## src/rtl/bias_feeder_if.sv

```systemverilog
// bias_feeder_if: bias load port and accumulator stream port of the bias feeder
interface bias_feeder_if #(
    parameter int DATA_W = 16,
    parameter int COL_W  = 3
);
    logic                     clear_i;
    logic                     load_valid_i;
    logic signed [DATA_W-1:0] load_data_i;
    logic                     load_ready_o;
    logic                     valid_i;
    logic signed [DATA_W-1:0] data_i;
    logic                     valid_o;
    logic signed [DATA_W-1:0] data_o;
    logic signed [DATA_W-1:0] bias_o;
    logic [COL_W-1:0]         col_o;
    logic                     stream_ready_o;
    logic                     err_o;

    modport master (
        output clear_i, load_valid_i, load_data_i, valid_i, data_i,
        input  load_ready_o, valid_o, data_o, bias_o, col_o, stream_ready_o, err_o
    );

    modport slave (
        input  clear_i, load_valid_i, load_data_i, valid_i, data_i,
        output load_ready_o, valid_o, data_o, bias_o, col_o, stream_ready_o, err_o
    );
endinterface

```

## src/rtl/bias_feeder.sv

```systemverilog
// bias_feeder: stores per-column biases and re-times the accumulator stream with its column's bias
module bias_feeder #(
    parameter int NUM_COLS = 8,
    parameter int DATA_W   = 16,
    parameter int COL_W    = $clog2(NUM_COLS)
) (
    input logic          clk_i,
    input logic          rst_i,
    bias_feeder_if.slave bus
);
    typedef enum logic {LOAD, STREAM} state_t;

    localparam logic [COL_W-1:0] LAST = COL_W'(NUM_COLS - 1);

    state_t                   state;
    logic signed [DATA_W-1:0] bias [NUM_COLS];
    logic [COL_W-1:0]         load_ptr;
    logic [COL_W-1:0]         col;

    always_ff @(posedge clk_i) begin
        if (rst_i) begin
            state              <= LOAD;
            load_ptr           <= '0;
            col                <= '0;
            for (int i = 0; i < NUM_COLS; i++) bias[i] <= '0;
            bus.valid_o        <= 1'b0;
            bus.data_o         <= '0;
            bus.bias_o         <= '0;
            bus.col_o          <= '0;
            bus.err_o          <= 1'b0;
            bus.load_ready_o   <= 1'b1;
            bus.stream_ready_o <= 1'b0;
        end else if (bus.clear_i) begin
            // clear keeps the last data/bias/col visible but drops everything else
            state              <= LOAD;
            load_ptr           <= '0;
            col                <= '0;
            for (int i = 0; i < NUM_COLS; i++) bias[i] <= '0;
            bus.valid_o        <= 1'b0;
            bus.err_o          <= 1'b0;
            bus.load_ready_o   <= 1'b1;
            bus.stream_ready_o <= 1'b0;
        end else begin
            bus.valid_o <= 1'b0;
            if (state == LOAD) begin
                if (bus.valid_i) bus.err_o <= 1'b1;
                if (bus.load_valid_i) begin
                    bias[load_ptr] <= bus.load_data_i;
                    load_ptr       <= (load_ptr == LAST) ? '0 : load_ptr + 1'b1;
                    if (load_ptr == LAST) begin
                        state              <= STREAM;
                        bus.load_ready_o   <= 1'b0;
                        bus.stream_ready_o <= 1'b1;
                    end
                end
            end else if (bus.valid_i) begin
                bus.valid_o <= 1'b1;
                bus.data_o  <= bus.data_i;
                bus.bias_o  <= bias[col];
                bus.col_o   <= col;
                col         <= (col == LAST) ? '0 : col + 1'b1;
            end
        end
    end
endmodule

```

## src/flat_wrapper.sv

```systemverilog
// flat-port wrapper written by rule: the top's interface ports become plain ports
module bias_feeder_flat 
#(
    parameter int NUM_COLS = 8,
    parameter int DATA_W   = 16,
    parameter int COL_W    = $clog2(NUM_COLS)
)
  (clk_i, rst_i, bus_clear_i, bus_load_valid_i, bus_load_data_i, bus_valid_i, bus_data_i, bus_load_ready_o, bus_valid_o, bus_data_o, bus_bias_o, bus_col_o, bus_stream_ready_o, bus_err_o);
  bias_feeder_if #(.DATA_W(DATA_W), .COL_W(COL_W)) bus_i ();
  input logic clk_i;
  input logic rst_i;
  input wire logic [$bits(bus_i.clear_i)-1:0] bus_clear_i;
  input wire logic [$bits(bus_i.load_valid_i)-1:0] bus_load_valid_i;
  input wire logic [$bits(bus_i.load_data_i)-1:0] bus_load_data_i;
  input wire logic [$bits(bus_i.valid_i)-1:0] bus_valid_i;
  input wire logic [$bits(bus_i.data_i)-1:0] bus_data_i;
  output wire logic [$bits(bus_i.load_ready_o)-1:0] bus_load_ready_o;
  output wire logic [$bits(bus_i.valid_o)-1:0] bus_valid_o;
  output wire logic [$bits(bus_i.data_o)-1:0] bus_data_o;
  output wire logic [$bits(bus_i.bias_o)-1:0] bus_bias_o;
  output wire logic [$bits(bus_i.col_o)-1:0] bus_col_o;
  output wire logic [$bits(bus_i.stream_ready_o)-1:0] bus_stream_ready_o;
  output wire logic [$bits(bus_i.err_o)-1:0] bus_err_o;
  assign bus_i.clear_i = bus_clear_i;
  assign bus_i.load_valid_i = bus_load_valid_i;
  assign bus_i.load_data_i = bus_load_data_i;
  assign bus_i.valid_i = bus_valid_i;
  assign bus_i.data_i = bus_data_i;
  assign bus_load_ready_o = bus_i.load_ready_o;
  assign bus_valid_o = bus_i.valid_o;
  assign bus_data_o = bus_i.data_o;
  assign bus_bias_o = bus_i.bias_o;
  assign bus_col_o = bus_i.col_o;
  assign bus_stream_ready_o = bus_i.stream_ready_o;
  assign bus_err_o = bus_i.err_o;
  bias_feeder #(.NUM_COLS(NUM_COLS), .DATA_W(DATA_W), .COL_W(COL_W)) u_core (.clk_i(clk_i), .rst_i(rst_i), .bus(bus_i));
endmodule
```

## config.mk

```make
export PLATFORM = sky130hd
export DESIGN_NAME = bias_feeder_flat
export DESIGN_NICKNAME = d
export VERILOG_FILES = /design/src/rtl/bias_feeder_if.sv /design/src/rtl/bias_feeder.sv /design/src/flat_wrapper.sv
export SDC_FILE = /design/constraint.sdc
export NUM_CORES = 1
export LEC_CHECK = 0
export BUFFER_PORTS_ARGS = -buffer_cell sky130_fd_sc_hd__buf_4
export CAP_MARGIN = 20
export CORE_MARGIN = 2
export CORE_UTILIZATION = 59
export DETAILED_ROUTE_END_ITERATION = 8
export GPL_TIMING_DRIVEN = 1
export HOLD_SLACK_MARGIN = 0.1
export PLACE_DENSITY = 0.8
export SYNTH_ARGS = -nofsm -noshare
export SYNTH_HDL_FRONTEND = slang
export SYNTH_SLANG_ARGS = --single-unit
```

## constraint.sdc

```tcl
create_clock -name clk_i -period 3.4 [get_ports clk_i]
set_input_delay 0.34 -clock clk_i [delete_from_list [all_inputs] [get_ports clk_i]]
set_output_delay 0.34 -clock clk_i [all_outputs]
set_load 0.02 [all_outputs]
```

* Word-level counts from Yosys, hierarchy flattened
Memories as Yosys holds them, arrays and structs flattened. A register that Yosys moved wholly into a read port is not among the register bits.
Index checks and enable logic that the tools add are counted.
** Cells by class
- Bitwise gates (word level) :: 10
- Add/sub/neg operators :: 2
- Equality and inequality tests :: 2
- Reductions and logical operators :: 8
- Mux-type cells :: 27
** Operators by type and width (count)
- $mux 16 :: 9
- $reduce_or 16->1 :: 1
- $mux 1 :: 15
- $mux 3 :: 3
- $or 1x1->1 :: 8
- $add 3x1->3 const B :: 2
- $eq 3x3->1 const B :: 2
- $reduce_and 2->1 :: 3
- $reduce_and 3->1 :: 2
- $reduce_or 3->1 :: 1
- $not 1->1 :: 2
- $reduce_or 2->1 :: 1
** Storage, ports and cells
- Memories kept :: 1
- Memory bits (writable) :: 128
- Word-level logic and storage cells :: 59
- Input bits :: 37
- Flip-flop bits (word level) :: 30
** Memory list
- u_core.bias :: words 8, width 16, rd ports 1, clocked after Yosys merged registers in 1, write ports 8, RTL line bias_feeder.sv:16 : logic signed [DATA_W-1:0] bias [NUM_COLS];

* Depth between registers and ports, before layout
- Depth after elaboration :: 7
- Gate-level depth with buffers :: 7

* Least setup slack after synthesis
OpenSTA, ideal clock, no wires.
- Path type :: input to register
- From :: input port bus_clear_i
- To :: memory u_core.bias[6][0] (enable)
- Setup slack :: 0.722 ns
- Stages :: 4
- Buffers on the path :: 1
- Required time :: 2.989 ns
- Arrival :: 2.267 ns
- Path through :: or2_1 > or3_1 > buf_2 > o21ai_0
** RTL lines
- start: declaration :: RTL line flat_wrapper.sv:12 : input wire logic [$bits(bus_i.clear_i)-1:0] bus_clear_i;
- end: declaration :: RTL line bias_feeder.sv:16

==> key figures <==
Clocking
  • CTS Hold Bufs: 0
  • CTS resizes: 0
  • CTS Buffer Depth: 2
  • Worst-path clk slew: 60 ps
  • Post-CTS Setup Repair Bufs: 0
  • Worst skew pair latency: 420 ps
  • H-tree depth: 4
  • CTS buffer count: 17
  • CTS tree: done
  • CTS sink cnt: 174
  • Clock root buffer: clkbuf_16

Setup path
  • CP Data Required Time: 3440 ps
  • CP Buf/Inv Count: 1
  • CP max stage cell: nand2b_1
  • CP max stage delay: 700 ps
  • WP data arrival: 2480 ps
  • Critical path class: flip-flop to flip-flop
  • Kind of end point of the critical path: flip-flop
  • Family with the most delay on the worst path: simple AND/OR/NAND/NOR gates
  • CP Max Fanout: 17
  • Cells along the critical path: nor2b_1 -> nand3_1 -> nor3_2 -> buf_4 -> nand2b_1
  • CP Launch Type: flip-flop

Floorplanning
  • Core Footprint: 12,200 um2
  • Io pins: 76
  • Starting density of the core: 0.610
  • Chip width: 116 um
  • Row count: 40
  • Die H: 116 um
  • Die ar.: 13,500 um2

Detailed routing
  • WL per Instance: 19.3 um
  • DR vias: 4,875
  • Drt pass-1 iters: 5
  • Number of remaining DRC errors: 0
  • Drt total wl: 16,700 um
  • Vias per cell: 5.64
  • ANT nets after route: 0
  • DRT iter0 DRCs: 432

Timing
  • Achievable Freq: 410 MHz
  • RSZ-0062 raised after global routing: no
  • Final setup viols: 0
  • Fin crit share: 0.718
  • Setup TNS: 0 ps
  • Worst-Margin Slew: 866 ps
  • Min Clock Period, post-route: 2440 ps
  • Layout Skew: 8.26 ps
  • Max_slew headroom: 0.422
  • Max-slew violations: 0
  • Hold Fails Final Rpt: 0

Global route
  • Vias in the first global route: 4,790
  • Total track usage: 0.261
  • Met3 Track Usage GR: 0.0535
  • Initial antenna violation count: 0
  • First-pass GRT wire length: 25,500 um
  • Met1 usage in global routing: 0.343
  • Most used routing layer: met2
  • Pin count of the biggest net entering global routing: 39
  • Total gr overflow: 0
  • M2 GR Usage: 0.437

Placed design
  • Buffers added on ports: 75
  • Inst Count DP: 832
  • Post-DP HPWL: 10,700 um
  • GP Congestion: 0.815

Finish
  • N_diodes: 0
  • Fillers: 820
  • Area Overhead vs Synth: 18.8%
  • FF/Latch Area: 4770 um2
  • Final Non-Filler Cells: 864
  • Commonest non-fill, non-tap cells in the layout: 129 x and2_1, 128 x edfxtp_1, 96 x buf_4
  • Layout cell share with drive strength beyond 1: 0.193
  • Multi-input logic area: 2500 um2
  • Nets: 724
  • Most common cell after layout, fill and taps aside: and2_1

Yosys
  • Syn_nets: 644
  • Syn Area/Cell: 12.3 um2
  • Gate Count Post-Synth: 603
  • Seq cells post-synth: 174
  • Post-synthesis cell type count: 25
  • Total number of yosys warnings: 0
  • Mapped cell area: 7420 um2
  • Register area share after synthesis: 0.642

Worst hold path
  • Worst Hold Class: input port to flip-flop

Flow run
  • Number of max-cap violations: 0

Run status
  • Status: completed

Pwr
  • P_leak: 3.34 nW
  • Worst IR drop on VDD: 0.000308 V
  • Pwr dens: 505 nW/um2
-- worst register-to-register path: stages (launching register included) --
cell and delay, ps:
dfxtp_1 350, nor2b_1 310, nand3_1 290, nor3_2 170
buf_4 230, nand2b_1 700
-- Yosys cell counts (all sizes together) --
cell type    n  area share
o21ai        6      0.0040
buf         13      0.0088
ha           4      0.0067
and2       129        0.11
a21oi       44       0.030
nor3b        1      0.0010
or2          2      0.0017
nor2b        3      0.0025
nor2        32       0.018
dfxtp       46        0.12
nand3        2      0.0013
nand2b       5      0.0042
clkbuf      23       0.012
mux2i       64       0.086
edfxtp     128        0.52
nor3        20       0.016
or3          1     0.00084
a21o         1      0.0010
a22oi       32       0.032
nand2       46       0.023
inv          1     0.00051
-- registers in the layout, summed over array words and instances (netlist names) --
signal                     cells
u_core.col                     3
u_core.load_ptr                3
u_core.bus.valid_o             1
u_core.bus.load_ready_o        1
u_core.state                   1
u_core.bus.stream_ready_o      1
u_core.bus.err_o               1
u_core.bus.data_o             16
u_core.bus.bias_o             16
u_core.bus.col_o               3
u_core.bias                  128
-- kinds of logic (layout without fill, tap and decap cells) --
family	after synthesis	count (layout)	share of synthesized area
AOI/OAI and AO/OA	83	83	0.0671
buffers and inverters	37	130	0.0209
muxes	64	64	0.0863
DFF	174	174	0.642
adders and majority gates	4	4	0.00674
and+or+nand+nor	241	241	0.177
-- per-stage QoR --
step	util	cell area (um2)	hold slack, ps	worst slack (ps)	total power, mW
2_1_floorplan	-	7420	476	722	2.47
3_3_place_gp	0.676	8230	442	702	2.56
3_5_place_dp	0.676	8230	447	626	2.57
4_1_cts	0.725	8820	149	982	4.48
5_1_grt	0.725	8820	151	861	4.58
6_report	0.725	8820	164	960	4.46
-- metal layers --
layer,part of all wire,wire length [um]
met1,0.40,6760
met3,0.079,1310
met2,0.50,8340
met4,0.016,272
met5,0,0
-- layout make-up --
type,count,area share
tap,168,0.0238
sequential,174,0.541
clock buffer,20,0.0507
inverter,1,0.000426
multi-input combinational,392,0.284
clock inverter,12,0.0163
timing repair buffer,97,0.0840
-- worst paths after layout --
kind,start,end,slack [ps],cells past startpoint
worst min register to register,u_core.bus.data_o[12],u_core.bus.data_o[12],460,2
worst max-delay path,u_core.state,u_core.bias[1][12],960,5
worst min-delay path,bus_data_i[2],u_core.bus.data_o[2],160,3
worst max register to register,u_core.state,u_core.bias[1][12],960,5
-- power breakdown --
part           switching, mW  internal, mW
clock                  0.761          1.17
combinational          0.103        0.0629
sequential            0.0218          2.34
total                  0.886          3.57
Note: power is estimated with default switching activity, not from simulation.
